[src/rtl/io_input_debounce.sv]
// rtl/io_input_debounce.sv - debouncer for IO-board buttons and DIP switches
// Buttons report press/release pulses; DIP changes are flagged with a coalescing valid/ready flag.
module io_input_debounce #(
  parameter int unsigned TICK_DIV     = 100000,
  parameter int unsigned STABLE_TICKS = 8
) (
  input  logic        clk,
  input  logic        reset,
  input  logic [4:0]  io_button,
  input  logic [23:0] io_dip,
  output logic [4:0]  btn_state,
  output logic [4:0]  btn_press,
  output logic [4:0]  btn_release,
  output logic [23:0] dip_state,
  output logic        dip_valid,
  input  logic        dip_ready
);

  localparam int N_IN = 29;
  localparam int N_BTN = 5;
  localparam int PW = (TICK_DIV > 1) ? $clog2(TICK_DIV) : 1;
  localparam int CW = $clog2(STABLE_TICKS + 1);
  localparam logic [PW-1:0] TICK_LAST = PW'(TICK_DIV - 1);
  localparam logic [CW-1:0] CNT_LAST  = CW'(STABLE_TICKS - 1);

  logic [N_IN-1:0] sync1;
  logic [N_IN-1:0] sync2;
  logic [PW-1:0]   presc;
  logic            tick;
  logic [N_IN-1:0] deb;
  logic [N_IN-1:0] deb_next;
  logic [CW-1:0]   cnt      [N_IN];
  logic [CW-1:0]   cnt_next [N_IN];
  logic            dip_change;

  assign tick = (presc == TICK_LAST);

  // Counters only ever reach CNT_LAST; the toggle clears them, so they never wrap.
  always_comb begin
    deb_next = deb;
    for (int i = 0; i < N_IN; i++) begin
      cnt_next[i] = cnt[i];
      if (tick) begin
        if (sync2[i] == deb[i]) begin
          cnt_next[i] = '0;
        end else if (cnt[i] == CNT_LAST) begin
          deb_next[i] = ~deb[i];
          cnt_next[i] = '0;
        end else begin
          cnt_next[i] = cnt[i] + CW'(1);
        end
      end
    end
  end

  assign dip_change = (deb_next[N_IN-1:N_BTN] != deb[N_IN-1:N_BTN]);

  always_ff @(posedge clk) begin
    if (reset) begin
      sync1       <= '0;
      sync2       <= '0;
      presc       <= '0;
      deb         <= '0;
      btn_press   <= '0;
      btn_release <= '0;
      dip_valid   <= 1'b0;
      for (int i = 0; i < N_IN; i++) begin
        cnt[i] <= '0;
      end
    end else begin
      sync1 <= {io_dip, io_button};
      sync2 <= sync1;
      presc <= tick ? '0 : presc + PW'(1);
      deb   <= deb_next;
      for (int i = 0; i < N_IN; i++) begin
        cnt[i] <= cnt_next[i];
      end
      // Pulses are registered alongside the state so they line up with its first new cycle.
      btn_press   <= deb_next[N_BTN-1:0] & ~deb[N_BTN-1:0];
      btn_release <= ~deb_next[N_BTN-1:0] & deb[N_BTN-1:0];
      // A change landing on the handshake edge keeps the flag set so it is not lost.
      dip_valid   <= dip_change | (dip_valid & ~dip_ready);
    end
  end

  assign btn_state = deb[N_BTN-1:0];
  assign dip_state = deb[N_IN-1:N_BTN];

endmodule

[config.mk]
export PLATFORM = sky130hd
export DESIGN_NAME = io_input_debounce
export DESIGN_NICKNAME = d
export VERILOG_FILES = /design/src/rtl/io_input_debounce.sv
export SDC_FILE = /design/constraint.sdc
export NUM_CORES = 1
export LEC_CHECK = 0
export ABC_AREA = 1
export BUFFER_PORTS_ARGS = -buffer_cell sky130_fd_sc_hd__buf_2
export CAP_MARGIN = 5
export CORE_MARGIN = 5
export CORE_UTILIZATION = 55
export CTS_BUF_LIST = sky130_fd_sc_hd__clkbuf_2 sky130_fd_sc_hd__clkbuf_4 sky130_fd_sc_hd__clkbuf_8
export CTS_CLUSTER_SIZE = 8
export DETAILED_ROUTE_END_ITERATION = 8
export GPL_TIMING_DRIVEN = 0
export PLACE_DENSITY = 0.74
export SLEW_MARGIN = 25
export SYNTH_ARGS = -nofsm -noshare
export SYNTH_HDL_FRONTEND = slang
export SYNTH_SLANG_ARGS = --single-unit
export TNS_END_PERCENT = 20
[constraint.sdc]
create_clock -name clk -period 2.12 [get_ports clk]
set_input_delay 0.424 -clock clk [delete_from_list [all_inputs] [get_ports clk]]
set_output_delay 0.424 -clock clk [all_outputs]
set_load 0.03 [all_outputs]
==> impl_metrics.json, run 1 <==
{
  "status": "completed",
  "ys.warnings.count": 0,
  "hold_violations": 0,
  "postPlaceCellArea_mm2": 0.0105,
  "first_iter_violations": 714,
  "worst_ep_arrival_time_ps": 2450,
  "synth_xor_area_frac": 0.0364,
  "cts.clk_slew.worst_paths_ps": 60,
  "synthDistinctLibCells": 36,
  "postCtsHoldBufs": 0,
  "via_count": 8841,
  "setup_viol": 0,
  "io_buffer_count": 71,
  "cp_top_family": "simple AND/OR/NAND/NOR gates",
  "intPower_mw": 6.89,
  "tns_ps": 0,
  "hold_start": "io_dip[21]",
  "final_area_mm2": 0.0115,
  "routabilityCongestion": 0.903,
  "die_area_mm2": 0.0207,
  "synth_flop_cell": "dfxtp_1",
  "clockBufferDepth": 3,
  "max_freq_mhz": 487,
  "slew_headroom": 0.436,
  "grt_pass1_vias": 8184,
  "seq_power_share": 0.501,
  "synth_nets": 1385,
  "drive_gt1_frac": 0.138,
  "power.share.clock": 0.465,
  "initial_core_util": 0.554,
  "coreArea_mm2": 0.0178,
  "die_y_um": 144,
  "fin_crit_ps": 2050,
  "path_cells": "ha_1 > nand2_1 > nor2_4 > inv_2 > nor2_4 > nand3_4 > buf_8 > clkbuf_4 > nor4_1 > nor3_1",
  "wl_per_cell_um": 14.8,
  "wirelength_um": 25000,
  "power.switching_mw": 1.94,
  "grt_max_degree": 11,
  "rsz0062_at_grt": "true",
  "rows": 49,
  "clockRootBuffer": "clkbuf_8",
  "area_growth_pct": 16.5,
  "synth_seq_cells": 231,
  "yosys.area_share.simple": 0.271,
  "slowest_stage": "dfxtp_2",
  "io_pins": 72,
  "synth-compound-area-share": 0.101,
  "cts_sinks": 231,
  "swShare": 0.220,
  "comb_power_share": 0.033,
  "h-tree-depth": 2,
  "synthArstFlopShare": 0,
  "required_ps": 2510,
  "first_pass_iters": 5,
  "period_share": 0.969,
  "grt_pass1_wl_um": 40500,
  "synthAdderAreaFrac": 0.0380,
  "insertion_delay_ps": 530,
  "postSynthAreaPerCell_um2": 7.47,
  "synth_top_family_by_area": "simple AND/OR/NAND/NOR gates",
  "synth_edf_count": 0,
  "maxCapViolations": 0,
  "cts_tree": "built",
  "cts_made_buffers": 39,
  "nets": 1502,
  "path_max_fanout": 10,
  "p_per_area_mw_per_mm2": 768,
  "drv_slew": 0,
  "synthMuxAreaShare": 0,
  "synth_area_mm2": 0.00988,
  "ant_nets": 0,
  "grt_antenna_before_repair": 1,
  "worstPathBufferInverterCount": 3,
  "n_fill_cell": 1589,
  "n_antenna_cell": 0,
  "path_class": "register to register",
  "viasPerCell": 5.23,
  "cpPeakStageDelay_ps": 350,
  "syn_inst": 1323,
  "grtUsageTotal": 0.247,
  "fin_skew_ps": 17.1,
  "drc": 0,
  "cp-start-kind": "register",
  "cp-end-kind": "register",
  "grt-ovfl-total": 0,
  "cpMostUsedCell": "nor2_4",
  "hold_path_class": "input port to register",
  "dp_hpwl_um": 17300,
  "p_leak_nw": 5.23,
  "tightest_slew_ps": 846,
  "yosysSeqAreaShare": 0.468,
  "critPathLaunch": "presc[0]",
  "vdd_drop_max_v": 0.000658,
  "fp.dieW_um": 144,
  "reg2reg_from": "presc[0]"
}
[metal layers]
layer | global-route usage | wire length [um]
met1 | 0.343 | 11400
met2 | 0.397 | 11200
met3 | 0.0370 | 1890
met4 | 0.0803 | 619
met5 | 0 | 0
[power by group through the flow]
stage / sequential, mW / clock (mW) / combinational, mW
5_1_grt: 4.43 / 4.40 / 0.332
2_1_floorplan: 4.51 / 0 / 0.177
4_1_cts: 4.43 / 4.16 / 0.283
6_report: 4.43 / 4.11 / 0.296
3_5_place_dp: 4.52 / 0 / 0.282
3_3_place_gp: 4.52 / 0 / 0.280
[cell usage after synthesis, drive strengths merged (24+ instances only)]
library cell,number,area (um^2)
inv,165,619
nor4,24,150
nor2,266,1020
nand3,60,313
xnor2,25,219
nand2,184,693
buf,31,170
o21ai,52,260
dfxtp,231,4620
a21oi,119,596
ha,30,375
nor3,51,270
[cell families after synthesis]
| group | count (synthesis) |
|---|---|
| AND/OR/NAND/NOR | 622 |
| buffers and inverters | 211 |
| AO/OA/AOI/OAI | 188 |
| flip-flops | 231 |
| adder cells (fa/ha/maj) | 30 |
| XOR/XNOR | 41 |
[what timing repair did]
action,CTS,global route
gates resized for setup,1,45
setup buffers,2,4
pin swaps,0,3
setup endpoints to repair,58,130
endpoints found under the hold margin,0,0
[worst register-to-register path: cells and delay by family, from the launching register on]
kind	cells	cell delay (ps)
adder cells (fa/ha/maj)	1	170
buffers and inverters	3	540
flip-flops	1	350
AND/OR/NAND/NOR	6	860
[through the flow]
stage | util | hold slack, ps | std cells | power [mW] | worst slack [ps]
6_report | 0.645 | 92.2 | 1690 | 8.84 | 65.7
5_1_grt | 0.645 | 87.8 | 1690 | 9.16 | -44.5
4_1_cts | 0.635 | 74.9 | 1687 | 8.87 | -66.0
3_5_place_dp | 0.590 | 392 | 1623 | 4.80 | -350
3_3_place_gp | 0.590 | 389 | 1623 | 4.80 | -389
2_1_floorplan | - | 388 | 1323 | 4.69 | 404
[flip-flops by register name (all words and copies together), names as in the netlist]
signal       count
dip_valid        1
presc           17
deb             29
btn_release      5
sync2           29
sync1           29
cnt            116
btn_press        5
[area by class of cell]
class	instances	area, um^2	share of cell area
well taps	229	287	0.0249
clock buffers	61	771	0.0670
inverters	165	622	0.0540
flip-flops and latches	231	4630	0.402
plain buffers	45	273	0.0237
multi-input cells	881	4490	0.390
clock inverters	1	30.0	0.00261
repair buffers	77	413	0.0359
[worst paths after layout]
kind	to	cells after the start	slack (ps)
setup reg to reg	deb[16]	10	70
hold reg to reg	sync2[24]	2	390
hold / removal	sync1[26]	3	90
setup / recovery	deb[16]	10	70
[layout by cell type (no fill, tap or decap), types with 4 or more instances in the layout]
cell type,n
clkbuf_8,50
or2_2,5
nor4_1,14
buf_1,6
buf_2,82
nand2_1,183
nor3_2,4
o22ai_1,5
nand4_1,14
buf_6,7
o21ai_1,28
a211oi_1,4
nand3_1,58
nor4_2,10
nor3_1,47
clkbuf_1,11
xnor2_1,25
ha_1,30
nor2_1,261
a21oi_1,119
buf_4,8
or2_1,15
xor2_1,16
inv_1,161
clkbuf_4,14
o21ai_0,24
dfxtp_1,229
(Power assumes the default switching activity.)
==> inputs of run 2 (changes only) <==
CELL_PAD_IN_SITES_DETAIL_PLACEMENT = 1   (was unset)
CELL_PAD_IN_SITES_GLOBAL_PLACEMENT = 1   (was unset)
CORE_UTILIZATION = 46   (was 55)
PLACE_DENSITY = unset   (was 0.74)
PLACE_DENSITY_LB_ADDON = 0.1   (was unset)
==> run 2 against run 1 <==
- clock power is 3% higher
- die area grew 18%
- design area grew 1.8%
- count of clock-buffer cells in the layout rose by 5
- via count is 3.8% higher
- combinational power increased by 7.4%
- critical endpoint is now deb[13]
- fmax rose by 0.14%
- clock skew is 2.9 ps higher
- power rose by 1.6%
==> impl_metrics.json, run 2 (same netlist as run 1, synthesis figures left out) <==
{
  "path_max_fanout": 10,
  "nets": 1507,
  "cts_sinks": 231,
  "worstHoldPathCells": 3,
  "area_growth_pct": 18.7,
  "grt-ovfl-total": 0,
  "wirelength_um": 30500,
  "path_class": "register to register",
  "drive_gt1_frac": 0.154,
  "regMostFlops": "cnt",
  "final_area_mm2": 0.0117,
  "fin_skew_ps": 20.0,
  "max_freq_mhz": 487,
  "p_leak_nw": 5.30,
  "insertion_delay_ps": 550,
  "hold_start": "io_dip[15]",
  "maxCapViolations": 0,
  "tightest_slew_ps": 772,
  "dp_hpwl_um": 21300,
  "io_pins": 72,
  "reg2reg_from": "presc[0]",
  "grt_antenna_before_repair": 1,
  "clockRootBuffer": "clkbuf_8",
  "grt_max_degree": 11,
  "cts_made_buffers": 41,
  "via_count": 9173,
  "worst_ep_arrival_time_ps": 2440,
  "fp.dieW_um": 157,
  "grt_pass1_vias": 9306,
  "initial_core_util": 0.468,
  "layout_common_cells": "nor2_1 (256), dfxtp_1 (229), nand2_1 (183)",
  "place_inst": 1669,
  "vdd_drop_max_v": 0.000439,
  "ant_nets": 0,
  "fin_crit_ps": 2050,
  "first_iter_violations": 363,
  "postPlaceCellArea_mm2": 0.0106,
  "layout_commonest_cell": "nor2_1",
  "hold_ws_ps": 80.1,
  "die_y_um": 157,
  "p_per_area_mw_per_mm2": 766,
  "hold_path_class": "input port to register",
  "wl_per_cell_um": 17.5,
  "post-route-util": 0.556,
  "r2r-end": "deb[13]",
  "tns_ps": 0,
  "final.setup.worst_slack_ps": 68.6,
  "rsz0062_at_grt": "true",
  "largest_reg_flops": 116,
  "r2r_setup_slack_ps": 70,
  "routabilityCongestion": 0.809,
  "fin_cells": 1746,
  "cts_tree": "built",
  "cp-end-kind": "register",
  "worst_hold_path.endpoint": "sync1[20]",
  "rows": 53,
  "first_pass_iters": 5,
  "die_area_mm2": 0.0245,
  "coreArea_mm2": 0.0211,
  "grt_pass1_wl_um": 48100,
  "io_buffer_count": 71,
  "drc": 0,
  "n_antenna_cell": 0,
  "clockBufferDepth": 3,
  "drv_slew": 0,
  "viasPerCell": 5.25,
  "h-tree-depth": 2,
  "cp-start-kind": "register",
  "period_share": 0.968,
  "hold_violations": 0,
  "dpl_worst_slack_ps": -757,
  "cts.clk_slew.worst_paths_ps": 60,
  "required_ps": 2510,
  "status": "completed",
  "setup_viol": 0,
  "rr_worst_depth": 10,
  "grtUsageTotal": 0.248,
  "p_total_mw": 8.98,
  "slew_headroom": 0.485
}
## run 2: changes by cell type in the layout (fill, tap and decap cells not counted), sizes merged
cell / delta
clkdlybuf4s15: +1
clkinv: +2
clkinvlp: +1
bufinv: -1
clkbuf: +4
buf: +3
## run 2: metal layers
metal | GRT usage | part of all wire | vias up
met3 | 0.0368 | 0.043 | 61
met5 | 0 | 0 | -
met2 | 0.427 | 0.47 | 183
met4 | 0.0752 | 0.026 | 0
li1 | - | - | 4495
met1 | 0.324 | 0.46 | 4434
## run 2: cell type report
cell class | instances | area, um^2
Multi-Input combinational cell | 881 | 4550
Clock inverter | 3 | 17.5
Buffer | 45 | 309
Clock buffer | 66 | 821
Inverter | 165 | 624
Timing Repair Buffer | 80 | 427
Sequential cell | 231 | 4630
Fill cell | 2705 | 9370
Tap cell | 275 | 344
## run 2: how the worst max path moves through the flow
stage / startpoint / endpoint / slack, ps / cells after the start
after global routing: presc[0] / cnt[0][42] / -40 / 12
final: presc[0] / deb[13] / 70 / 10
after global placement: reset / sync2[3] / -800 / 5
after detailed placement: reset / sync2[3] / -760 / 5
after CTS: presc[12] / btn_release[4] / -80 / 8
after floorplan: presc[0] / cnt[0][15] / 400 / 12
## run 2: where the power goes
group	switching (mW)	total, mW	internal [mW]
clock	1.80	4.23	2.43
sequential	0.0315	4.43	4.40
combinational	0.222	0.318	0.0961
## run 2: timing repair
| item | 4_1_cts | 5_1_grt |
|---|---|---|
| endpoints found under the hold margin | 0 | 0 |
| resized for setup | 15 | 67 |
| buffers inserted | 5 | 4 |
| endpoints found under the setup margin | 113 | 150 |
| pin swaps | 1 | 3 |
| hold buffers | 0 | 0 |
## run 2: worst max-delay path: stages, from the launching register on
cell and delay, ps:
dfxtp_2 350, ha_2 180, nand2_1 90, nor2_4 160, inv_2 90, nor2_4 130
nand3_4 190, buf_12 230, buf_4 210, nor4_1 200, nor3_1 70
